File: config.mk
export PLATFORM = sky130hd
export DESIGN_NAME = mmio_periph_hub
export DESIGN_NICKNAME = d
export VERILOG_FILES = /design/src/rtl/periph_pkg.sv /design/src/rtl/sync_fifo.sv /design/src/rtl/mmio_periph_hub.sv
export SDC_FILE = /design/constraint.sdc
export NUM_CORES = 1
export LEC_CHECK = 0
export CAP_MARGIN = 20
export CORE_MARGIN = 2
export CORE_UTILIZATION = 55
export CTS_CLUSTER_DIAMETER = 60
export DETAILED_ROUTE_END_ITERATION = 7
export MAX_ROUTING_LAYER = met4
export PLACE_DENSITY = 0.75
export SLEW_MARGIN = 20
export SYNTH_ARGS = -nofsm -noshare
export SYNTH_HDL_FRONTEND = slang
export SYNTH_SLANG_ARGS = --single-unit
export TNS_END_PERCENT = 1
File: constraint.sdc
create_clock -name clk -period 13.1 [get_ports clk]
set_input_delay 3.93 -clock clk [delete_from_list [all_inputs] [get_ports clk]]
set_output_delay 3.93 -clock clk [all_outputs]
set_load 0.1 [all_outputs]
File: src/rtl/periph_pkg.sv
// Shared definitions for the MMIO peripheral hub: register offsets, bit positions
// and the default window base.
package periph_pkg;

    localparam logic [31:0] DEFAULT_BASE = 32'hFFFF_FF00;

    localparam logic [7:0] OFF_LED_DATA = 8'h00;
    localparam logic [7:0] OFF_LED_MODE = 8'h04;
    localparam logic [7:0] OFF_SW       = 8'h08;
    localparam logic [7:0] OFF_CNT_LO   = 8'h0C;
    localparam logic [7:0] OFF_CNT_HI   = 8'h10;
    localparam logic [7:0] OFF_CNT_CTRL = 8'h14;
    localparam logic [7:0] OFF_TX_DATA  = 8'h18;
    localparam logic [7:0] OFF_TX_STAT  = 8'h1C;

    localparam int CNT_CTRL_CLEAR = 0;
    localparam int CNT_CTRL_EN    = 1;

    localparam int TX_STAT_FULL    = 0;
    localparam int TX_STAT_EMPTY   = 1;
    localparam int TX_STAT_OVF     = 2;
    localparam int TX_STAT_OCC_LSB = 8;

    // Word-aligned register offset; the byte lane bits are ignored.
    function automatic logic [7:0] word_offset(input logic [7:0] byte_addr);
        return {byte_addr[7:2], 2'b00};
    endfunction

endpackage

File: src/rtl/sync_fifo.sv
// Single-clock circular FIFO with occupancy count and a sticky overflow flag.
// The head entry is presented combinationally from storage and reads 0 when empty.
module sync_fifo #(
    parameter int unsigned WIDTH = 8,
    parameter int unsigned DEPTH = 8
) (
    input  logic                       clk,
    input  logic                       rst,
    input  logic                       push_i,
    input  logic [WIDTH-1:0]           push_data_i,
    input  logic                       pop_i,
    input  logic                       ovf_clr_i,
    output logic [WIDTH-1:0]           head_o,
    output logic                       full_o,
    output logic                       empty_o,
    output logic [$clog2(DEPTH):0]     count_o,
    output logic                       ovf_o
);

    localparam int unsigned AW = (DEPTH > 1) ? $clog2(DEPTH) : 1;
    localparam int unsigned CW = $clog2(DEPTH) + 1;

    logic [WIDTH-1:0] mem [DEPTH];
    logic [AW-1:0]    wr_ptr_q, wr_ptr_d;
    logic [AW-1:0]    rd_ptr_q, rd_ptr_d;
    logic [CW-1:0]    count_q, count_d;
    logic             ovf_q, ovf_d;
    logic             push_ok, pop_ok;

    assign full_o  = (count_q == CW'(DEPTH));
    assign empty_o = (count_q == '0);
    assign count_o = count_q;
    assign ovf_o   = ovf_q;
    assign head_o  = empty_o ? '0 : mem[rd_ptr_q];

    // A pop on a full FIFO frees the slot the simultaneous push lands in.
    assign pop_ok  = pop_i & ~empty_o;
    assign push_ok = push_i & (~full_o | pop_ok);

    always_comb begin
        wr_ptr_d = wr_ptr_q;
        rd_ptr_d = rd_ptr_q;
        count_d  = count_q;
        ovf_d    = ovf_q;
        if (push_ok) wr_ptr_d = wr_ptr_q + AW'(1);
        if (pop_ok)  rd_ptr_d = rd_ptr_q + AW'(1);
        case ({push_ok, pop_ok})
            2'b10:   count_d = count_q + CW'(1);
            2'b01:   count_d = count_q - CW'(1);
            default: count_d = count_q;
        endcase
        if (push_i && !push_ok) ovf_d = 1'b1;
        else if (ovf_clr_i)     ovf_d = 1'b0;
    end

    always_ff @(posedge clk or posedge rst) begin
        if (rst) begin
            wr_ptr_q <= '0;
            rd_ptr_q <= '0;
            count_q  <= '0;
            ovf_q    <= 1'b0;
        end else begin
            wr_ptr_q <= wr_ptr_d;
            rd_ptr_q <= rd_ptr_d;
            count_q  <= count_d;
            ovf_q    <= ovf_d;
        end
    end

    // NOTE: storage has no reset; stale entries are unreachable because head_o is
    // masked by empty_o and the pointers/count are reset.
    always_ff @(posedge clk) begin
        if (push_ok) mem[wr_ptr_q] <= push_data_i;
    end

endmodule

File: src/rtl/mmio_periph_hub.sv
// Memory-mapped peripheral hub: LED bank with blink, synchronised switches,
// 64-bit cycle counter with high-word snapshot, and a byte TX FIFO.
module mmio_periph_hub
    import periph_pkg::*;
#(
    parameter logic [31:0] BASE       = DEFAULT_BASE,
    parameter int unsigned NUM_LED    = 16,
    parameter int unsigned NUM_SW     = 8,
    parameter logic [23:0] BLINK_DIV  = 24'd5_000_000,
    parameter int unsigned FIFO_DEPTH = 8
) (
    input  logic               clk,
    input  logic               rst,
    input  logic [31:0]        addr,
    input  logic               we,
    input  logic               re,
    input  logic [31:0]        wdata,
    output logic [31:0]        rdata,
    output logic               hit,
    input  logic [NUM_SW-1:0]  sw,
    output logic [NUM_LED-1:0] led,
    output logic [7:0]         tx_data,
    output logic               tx_valid,
    input  logic               tx_ready
);

    localparam int unsigned CW = $clog2(FIFO_DEPTH) + 1;

    logic [7:0] off;
    logic       wr_sel, rd_sel;
    logic       wr_led_data, wr_led_mode, wr_cnt_ctrl, wr_tx_data;
    logic       rd_cnt_lo, rd_tx_stat;

    logic [NUM_LED-1:0] led_data_q, led_data_d;
    logic               blink_en_q, blink_en_d;
    logic [23:0]        div_q, div_d;
    logic               phase_q, phase_d;
    logic [63:0]        cnt_q, cnt_d;
    logic               cnt_en_q, cnt_en_d;
    logic [31:0]        snap_hi_q, snap_hi_d;
    logic [NUM_SW-1:0]  sw_meta_q, sw_sync_q;

    logic          fifo_full, fifo_empty, fifo_ovf;
    logic [CW-1:0] fifo_count;
    logic          unused_bits;

    assign unused_bits = ^{addr[1:0], wdata[31:8]};

    assign hit    = (addr[31:8] == BASE[31:8]);
    assign off    = word_offset(addr[7:0]);
    assign wr_sel = we & hit;
    assign rd_sel = re & hit;

    assign wr_led_data = wr_sel && (off == OFF_LED_DATA);
    assign wr_led_mode = wr_sel && (off == OFF_LED_MODE);
    assign wr_cnt_ctrl = wr_sel && (off == OFF_CNT_CTRL);
    assign wr_tx_data  = wr_sel && (off == OFF_TX_DATA);
    assign rd_cnt_lo   = rd_sel && (off == OFF_CNT_LO);
    assign rd_tx_stat  = rd_sel && (off == OFF_TX_STAT);

    // NOTE: every combinational output gets its default first so no path leaves
    // it unassigned, which would otherwise infer a latch.
    always_comb begin
        led_data_d = led_data_q;
        blink_en_d = blink_en_q;
        div_d      = div_q;
        phase_d    = phase_q;
        cnt_d      = cnt_q;
        cnt_en_d   = cnt_en_q;
        snap_hi_d  = snap_hi_q;

        if (wr_led_data) led_data_d = wdata[NUM_LED-1:0];

        // Any LED_MODE write restarts the blink so the first half-period is lit.
        if (wr_led_mode) begin
            blink_en_d = wdata[0];
            div_d      = '0;
            phase_d    = 1'b1;
        end else if (blink_en_q) begin
            if (div_q == BLINK_DIV - 24'd1) begin
                div_d   = '0;
                phase_d = ~phase_q;
            end else begin
                div_d = div_q + 24'd1;
            end
        end

        if (wr_cnt_ctrl) cnt_en_d = wdata[CNT_CTRL_EN];
        if (wr_cnt_ctrl && wdata[CNT_CTRL_CLEAR]) cnt_d = '0;
        else if (cnt_en_q)                        cnt_d = cnt_q + 64'd1;

        if (rd_cnt_lo) snap_hi_d = cnt_q[63:32];
    end

    // NOTE: state registers use non-blocking assignments so every register
    // samples pre-edge values regardless of statement order.
    always_ff @(posedge clk or posedge rst) begin
        if (rst) begin
            led_data_q <= '0;
            blink_en_q <= 1'b0;
            div_q      <= '0;
            phase_q    <= 1'b1;
            cnt_q      <= '0;
            cnt_en_q   <= 1'b1;
            snap_hi_q  <= '0;
            sw_meta_q  <= '0;
            sw_sync_q  <= '0;
        end else begin
            led_data_q <= led_data_d;
            blink_en_q <= blink_en_d;
            div_q      <= div_d;
            phase_q    <= phase_d;
            cnt_q      <= cnt_d;
            cnt_en_q   <= cnt_en_d;
            snap_hi_q  <= snap_hi_d;
            sw_meta_q  <= sw;
            sw_sync_q  <= sw_meta_q;
        end
    end

    assign led = (blink_en_q && !phase_q) ? '0 : led_data_q;

    sync_fifo #(
        .WIDTH (8),
        .DEPTH (FIFO_DEPTH)
    ) u_tx_fifo (
        .clk         (clk),
        .rst         (rst),
        .push_i      (wr_tx_data),
        .push_data_i (wdata[7:0]),
        .pop_i       (tx_ready),
        .ovf_clr_i   (rd_tx_stat),
        .head_o      (tx_data),
        .full_o      (fifo_full),
        .empty_o     (fifo_empty),
        .count_o     (fifo_count),
        .ovf_o       (fifo_ovf)
    );

    assign tx_valid = ~fifo_empty;

    always_comb begin
        rdata = '0;
        if (hit) begin
            case (off)
                OFF_LED_DATA: rdata = 32'(led_data_q);
                OFF_LED_MODE: rdata[0] = blink_en_q;
                OFF_SW:       rdata = 32'(sw_sync_q);
                OFF_CNT_LO:   rdata = cnt_q[31:0];
                OFF_CNT_HI:   rdata = snap_hi_q;
                OFF_TX_STAT: begin
                    rdata[TX_STAT_FULL]                       = fifo_full;
                    rdata[TX_STAT_EMPTY]                      = fifo_empty;
                    rdata[TX_STAT_OVF]                        = fifo_ovf;
                    rdata[TX_STAT_OCC_LSB+7:TX_STAT_OCC_LSB] = 8'(fifo_count);
                end
                default:      rdata = '0;
            endcase
        end
    end

endmodule
==> impl_metrics.ini <==
[outcome]
run_status = finished, final reports clean

[worst_setup_path]
crit_chain = clkdlybuf4s50_1 > or4_1 > nor3_2 > a22oi_1 > a21oi_1 > clkdlybuf4s50_1
cp_data_arrival_time_ns = 7.61
setup.worst_path.class = input pin to output port
crit_top_cell = clkdlybuf4s50_1
cp-end-kind = output port
start_kind = input pin
slowest_stage = clkdlybuf4s50_1
cpPeakStageDelay_ns = 1.16
path_max_fanout = 11
required_ns = 9.17

[global_route]
grt_overflow = 0
track_usage = 0.2477
grt_pass1_wl_microns = 38940
grt_max_degree = 93
antenna_found_initial = 0
grt_pass1_vias = 7383

[clocking]
cts.repair.resized = 0
clkTransAtPathRegs_ns = 0.06
holdBufCountCts = 0
cts_tree = built
worstSkewPairLatency_ns = 0.52
clock-sinks = 230
clk_path_buf_depth = 3
cts_max_level = 1
cts_setup_buffers = 0
root_buffer = clkbuf_16
cts_buffers = 24

[pwr]
seqPwrFrac = 0.501
peakVddDrop_mv = 0.1053
power.density_nw_per_um2 = 114.8
p_leak_nw = 4.920
power.switching_uw = 302.5
power_frac_clock = 0.473
power_frac_comb = 0.026
p_int_mw = 1.178
p_total_mw = 1.481
p_sw_frac = 0.2043

[final_layout]
fin_cells = 1321
final_nets = 1125
register_area_sq_um = 6080
multi_input_area_sq_um = 4392
fill_cells = 1425
layout_commonest_cell = dfrtp_1
drive_gt1_frac = 0.1320
final_cell_mix = dfrtp_1 (163), nor2_1 (152), clkdlybuf4s50_1 (108)
syn_to_final_growth_pct = 20.68
final_area_sq_um = 12890
antenna_cells = 0

[yosys]
synth_top_family_by_area = simple AND/OR/NAND/NOR gates
ys_types = 50
yosys.area_share.simple = 0.1863
synthFlopType = dfrtp_1
yosysSeqAreaShare = 0.5690
avgSynthCellArea_sq_um = 11.40
synth_adder_area_share = 0.005856
synthArstFlopShare = 0.7217
synth_nets = 1019
synth_compound_area_frac = 0.05423
synth_seq_cells = 230
ys_warn_count = 0
synth_xor_area_frac = 0.07379
syn_area_sq_um = 10680
muxShareOfSynthArea = 0.08855
synthCells = 937
synth-edff-count = 64

[timing]
hold_violations = 0
slew_violations = 0
max_slew.worst_pin.slew_ns = 1.050
clock-skew-final_ns = 0.02222
period_needed_ns = 11.54
setup-tns-final_ns = 0
max_freq_ghz = 0.08666
final.period_utilization = 0.8809
max_slew_margin = 0.2979
report.final.setup_viol = 0
rsz0062_at_grt = no

[route]
antenna_left = 0
viasPerCell = 5.653
vias = 7468
wire_per_inst_microns = 18.29
drt_wl_total_microns = 24160
first_pass_iters = 4
drt_iter0_drc = 464
drc = 0

[run]
cap_violations = 0

[floorplan]
die_area_sq_um = 20550
io_pins = 135
dieHeight_microns = 143.4
die-width_microns = 143.4
start_util = 0.5654
rows = 50
core-area_sq_um = 18890

[worst_hold_path]
hold_path_class = flip-flop to flip-flop

[placement]
port_buffers = 116
place_area_sq_um = 12050
place_congestion = 0.8462
hpwl_microns = 16440
dp.cells = 1277
[power by group through the flow]
stage	logic, mW	clock network, mW	registers (mW)
after global placement	0.0385	0	0.755
after floorplan	0.0126	0	0.755
final	0.0383	0.701	0.741
after CTS	0.0391	0.713	0.741
after detailed placement	0.0389	0	0.755
after global routing	0.0426	0.743	0.741
[flip-flops by register name (all words and copies together) (netlist names)]
| signal | flops |
|---|---|
| led_data_q | 16 |
| u_tx_fifo.rd_ptr_q | 3 |
| u_tx_fifo.wr_ptr_q | 3 |
| snap_hi_q | 32 |
| cnt_q | 64 |
| u_tx_fifo.mem | 64 |
| cnt_en_q | 1 |
| u_tx_fifo.count_o | 4 |
| sw_sync_q | 8 |
| div_q | 24 |
| phase_q | 1 |
| blink_en_q | 1 |
| u_tx_fifo.ovf_o | 1 |
| sw_meta_q | 8 |
[path summary, 6_finish.rpt]
kind | from | endpoint | slack, ns | cells after the start
max | addr[4] | rdata[12] | 1.56 | 6
min | sw_meta_q[5]$_DFF_PP0_ | sw_sync_q[5]$_DFF_PP0_ | 0.35 | 0
max reg2reg | cnt_q[27]$_DFFE_PP0P_ | cnt_q[61]$_DFFE_PP0P_ | 10.41 | 6
min reg2reg | sw_meta_q[5]$_DFF_PP0_ | sw_sync_q[5]$_DFF_PP0_ | 0.35 | 0
max in group asynchronous | rst | cnt_q[47]$_DFFE_PP0P_ | 7.73 | 3
min in group asynchronous | rst | div_q[4]$_DFFE_PP0P_ | 3.96 | 2
[Yosys cell counts, types with 12 or more instances]
master / number / area (sq um)
o21ai_0: 15 / 75.07
mux4_2: 16 / 360.4
xor2_1: 30 / 262.8
clkbuf_1: 29 / 108.9
and2_1: 21 / 131.4
and3_1: 13 / 81.33
nor3_1: 30 / 150.1
nand3_1: 32 / 160.2
nor2_1: 154 / 578.1
dfrtp_1: 164 / 4104
nor4_1: 16 / 100.1
edfxtp_1: 64 / 1922
mux2_2: 44 / 495.5
nand2_1: 65 / 244.0
a22oi_1: 46 / 345.3
a21oi_1: 17 / 85.08
nand4_1: 30 / 187.7
xnor2_1: 60 / 525.5
inv_1: 12 / 45.04
[metrics by stage]
stage               setup slack, ns  hold slack (ns)    util
finish                        1.561           0.3508  0.6824
global route                  1.447           0.3522  0.6824
CTS                           1.529           0.3477  0.6821
detailed placement            1.551           0.3347  0.6379
global placement              1.557           0.3327  0.6377
floorplan                     2.101           0.3312       -
[critical path: cells and delay by family]
kind	cells	cell delay, ns
buf+inv	2	1.69
simple gates	2	1.52
compound gates	2	0.47
[logic make-up after synthesis]
kind of cell	Yosys count
and+or+nand+nor	398
DFF	230
xor gates and xnor gates	90
AOI/OAI and AO/OA	87
muxes	69
buffers and inverters	58
adders and majority gates	5
[layer usage]
layer | global-route usage | vias to the layer above | part of all wire
met1 | 0.3384 | 3681 | 0.44
met3 | 0.03099 | 36 | 0.052
met4 | 0.05986 | 0 | 0.019
met2 | 0.4020 | 201 | 0.49
li1 | - | 3550 | -
met5 | - | - | 0
[layout make-up]
type,instances,area share
Sequential cell,230,0.4716
Tap cell,260,0.02523
Clock buffer,33,0.05483
Timing Repair Buffer,125,0.09375
Clock inverter,11,0.009802
Inverter,13,0.004173
Multi-Input combinational cell,649,0.3406
Power figures use the tool's default switching activity.
==> variant 1 (same settings) <==
`led_data_q` no longer has a reset.
--- a/src/rtl/mmio_periph_hub.sv
+++ b/src/rtl/mmio_periph_hub.sv
@@ -98,3 +98,2 @@
         if (rst) begin
-            led_data_q <= '0;
             blink_en_q <= 1'b0;
@@ -108,3 +107,2 @@
         end else begin
-            led_data_q <= led_data_d;
             blink_en_q <= blink_en_d;
@@ -118,2 +116,6 @@
         end
+    end
+
+    always_ff @(posedge clk) begin
+        led_data_q <= led_data_d;
     end
Function: changed (Yosys sat finds a counterexample within 4 cycles, from zero or initial values and one cycle with rst high).
==> variant 1 against the unedited design <==
Power grew 1.9%; highest routed layer unchanged; routed wire length grew 10%; hold slack improved by 0.00094 ns; area after synthesis rose by 1.4%; combinational power down 2%; non-clock buffer count up 4; sequential cell count unchanged; final area rose by 1.6%; setup slack improved by 0.29 ns.
==> variant 1: results (changes against the unedited design) <==
status finished clean; largest net degree at the start of global routing 101 (+8.6%); max layer used met4; wire per inst 19.66 um (+7.5%); met2 wire len 12.13 mm (+1.8%); Synth Warn # 0 (unchanged); Slew HR 34.03% (+4.2 points); RD Place Congestion 0.9153 (+8.2%); Pleak 4.879 nW (-0.82%); vias in the first global route 7,742 (+4.9%); Syn Nets 1,042 (+2.3%); EDFF count, synth 80 (+25%); CTS Buf Count 26 (+8.3%); most frequent cells after synthesis dfrtp_1, nor2_1, edfxtp_1, nand2_1, a21oi_1; proportion of synthesized area in mux cells 8.467% (-0.39 points); post-synthesis cell type count 47 (-6.0%); Worst path max stage delay 1.19 ns (+0.03 ns); GRT Util Overall 26.40% (+1.6 points); wire length on met3 2.054 mm (+63%); adder-cell area share of the yosys netlist 0.5776% (-0.0080 points); DPL Wire Length 18.16 mm (+10%); global-route wire length before repair 41.61 mm (+6.9%); setup slack, reg-to-reg 10.20 ns (-0.21 ns); routed metal-1 wirelength 12.05 mm (+15%); layout cells sized above 1 12.67% (-0.52 points); Area contributors post-synth dfrtp_1, edfxtp_1, mux2_2, mux4_2, nor2_1; 1st-pass router iterations 5 (+1); global-route track usage on met1 38.16% (+4.3 points); antenna violations before repair 1 (+1); Crit Path Max Fanout 32 (+21); Area after DPL 12,220 sq um (+1.3%); GR Util met2 39.86% (-0.34 points); asr flop ratio synth 65.22% (-7.0 points); Final nets 1,152 (+2.4%); met3 Use GR 4.768% (+1.7 points); initial detailed-routing violation count 770 (+66%); XOR/XNOR share of the synthesized area 3.558% (-3.8 points); Worst VDD drop 0.00008047 V (-24%); Clock Skew 0.009459 ns (-0.01276 ns); vias per cell 6.089 (+7.7%); Synth Area in Compound Gates 8.929% (+3.5 points)
## variant 1: final cells by class
class | count | area [sq um]
diodes | 1 | 2.502
clock buffers | 40 | 827.0
clock inverters | 7 | 48.80
fillers | 1480 | 6296
inverters | 14 | 57.56
multi-input cells | 669 | 4454
flip-flops and latches | 230 | 6160
well taps | 265 | 331.6
repair buffers | 129 | 1221
## variant 1: worst paths after layout
path                               from             to  cells past startpoint
setup / recovery                addr[4]       rdata[0]                      7
hold / removal             sw_meta_q[5]   sw_sync_q[5]                      0
setup reg to reg               cnt_q[7]      cnt_q[55]                      5
hold reg to reg            sw_meta_q[5]   sw_sync_q[5]                      0
max in group asynchronous           rst  snap_hi_q[14]                      3
min in group asynchronous           rst      cnt_q[61]                      2
## variant 1: kinds of logic (layout without fill, tap and decap cells)
group,after synthesis,in the layout
AO/OA/AOI/OAI,160,160
multiplexers,66,66
other,0,1
AND/OR/NAND/NOR,394,394
flip-flops,230,230
XOR/XNOR,44,44
adder cells (fa/ha/maj),5,5
buffers and inverters,61,190
## variant 1: per-stage QoR
stage	power (mW)	hold slack, ns	utilization (%)	setup WS, ns	instances
4_1_cts	1.521	0.3514	67.49	1.935	1354
2_1_floorplan	0.7735	0.3312	-	1.572	960
3_5_place_dp	0.8001	0.3355	62.97	1.957	1307
6_report	1.509	0.3517	67.54	1.854	1355
3_3_place_gp	0.7996	0.3348	62.97	1.947	1307
5_1_grt	1.552	0.3555	67.54	1.753	1355
## variant 1: report_power, final
| group | switching [mW] | internal [mW] |
|---|---|---|
| clock network | 0.287 | 0.436 |
| registers | 0.000914 | 0.747 |
| logic | 0.0201 | 0.0175 |
## variant 1: critical path: cells and delay by family
family                 cells  cell delay, ns
buffers and inverters      3            2.16
and+or+nand+nor            2            0.83
AOI/OAI and AO/OA          2            0.38
==> variant 2 (config.mk and constraints unchanged) <==
Made on the original files. Set the parameter `BLINK_DIV` to 24'd3750000 (it was 24'd5_000_000).
--- a/src/rtl/mmio_periph_hub.sv
+++ b/src/rtl/mmio_periph_hub.sv
@@ -8,3 +8,3 @@
     parameter int unsigned NUM_SW     = 8,
-    parameter logic [23:0] BLINK_DIV  = 24'd5_000_000,
+    parameter logic [23:0] BLINK_DIV  = 24'd3750000,
     parameter int unsigned FIFO_DEPTH = 8
Formal check against the unedited RTL: no difference found for any inputs over 4 cycles, from zero or initial values and one cycle with rst high; that may be too few to reach the edited logic, so the function may still have changed.
==> variant 2 against the unedited design <==
Via count up 13%; sequential power about the same; routed wire length up 13%; clock skew down 0.0095 ns; critical path type unchanged; power up 1.1%; combinational power up 2%; sequential cell count unchanged; hold slack worse by 0.0058 ns; cell count up 3.4%; final area up 3.2%; synthesized cell count up 4.7%; setup slack worse by 0.082 ns; area after synthesis up 3.6%.
==> variant 2: results (changes against the unedited design) <==
multi-input logic area 4758 sq um (+8.3%); 1st-pass router iterations 5 (+1); non-filler cells, final 1,366 (+3.4%); Sw Ratio 20.51% (+0.081 points); DPL Wire Length 18.61 mm (+13%); pre-CTS setup slack 1.540 ns (-0.01154 ns); Synth Instances 981 (+4.7%); Crit Path Max Fanout 12 (+1); sequential area share after synthesis 54.94% (-2.0 points); Area contributors post-synth dfrtp_1, edfxtp_1, mux2_1, mux4_2, a21oi_1; vias in the first global route 8,304 (+12%); r2r worst-path depth 5 (-1); Clock Skew 0.01272 ns (-0.009494 ns); GRT Util Overall 26.34% (+1.6 points); Slew HR 29.69% (-0.10 points); post-synthesis cell type count 54 (+8.0%); Synth top area share 37.10% (-1.3 points); Syn Nets 1,063 (+4.3%); vias per cell 6.163 (+9.0%); most frequent cells after synthesis dfrtp_1, nor2_1, a21oi_1, edfxtp_1, nand2_1; status finished clean; layout cells sized above 1 10.45% (-2.8 points); wire per inst 19.90 um (+8.8%); filler cell count 1,467 (+2.9%); Final nets 1,166 (+3.6%); Worst EP arrival 7.69 ns (+0.08 ns); Placed Cells 1,322 (+3.5%)
-- variant 2: changes by cell type in the layout (fill, tap and decap cells not counted), moves of 10 or more --
cell     delta
nor2_1     -73
a21oi_1    +47
mux2_1     +41
xnor2_1    -38
mux2_2     -33
or4_1      +25
o31ai_1    +22
or3_1      +21
xor2_1     -14
nand3_1    +13
nand4_1    +11
nor3_1     -11
o21ai_0    +10
-- variant 2: layout make-up --
cell class	instances	share of cell area, %
clock buffers	32	5.199
clock inverters	12	1.156
inverters	19	0.5735
multi-input cells	682	35.76
flip-flops and latches	230	45.68
well taps	265	2.492
repair buffers	126	9.139
-- variant 2: worst paths after layout --
check / startpoint / endpoint / slack, ns
worst max-delay path: addr[4] / rdata[0] / 1.48
worst min-delay path: sw_meta_q[3] / sw_sync_q[3] / 0.34
worst max register to register: cnt_en_q / cnt_q[57] / 10.10
worst min register to register: sw_meta_q[3] / sw_sync_q[3] / 0.34
max in group asynchronous: rst / led_data_q[11] / 7.69
min in group asynchronous: rst / div_q[21] / 3.98
-- variant 2: cell families after synthesis --
| logic type | share of synthesized area, % |
|---|---|
| AO/OA/AOI/OAI | 9.206 |
| XOR/XNOR | 3.008 |
| adder cells (fa/ha/maj) | 0.5655 |
| buffers and inverters | 2.398 |
| flip-flops | 54.94 |
| multiplexers | 10.20 |
| AND/OR/NAND/NOR | 19.68 |
-- variant 2: worst max-delay path, cell delays in order --
cell	delay, ns
clkdlybuf4s50_1	0.59
or4b_1	0.66
nor3_2	0.75
a32oi_1	0.12
a21oi_1	0.42
clkdlybuf4s50_1	1.22
-- variant 2: per-layer routing --
layer  GRT usage, %  vias to the layer above  wire (um)  part of all wire, %
met5              -                        -          0                    0
met4          8.039                        0        830                  3.1
met3          3.793                       63       1565                  5.8
met2          42.50                      296      13370                   49
met1          34.92                     4178      11420                   42
li1               -                     3882          -                    -
-- variant 2: power groups by stage --
stage               clock network [mW]  logic (mW)  registers (mW)
floorplan                            0      0.0128           0.755
CTS                              0.729      0.0396           0.741
detailed placement                   0      0.0395           0.755
finish                           0.717      0.0390           0.741
global route                     0.757      0.0431           0.741
global placement                     0      0.0392           0.755
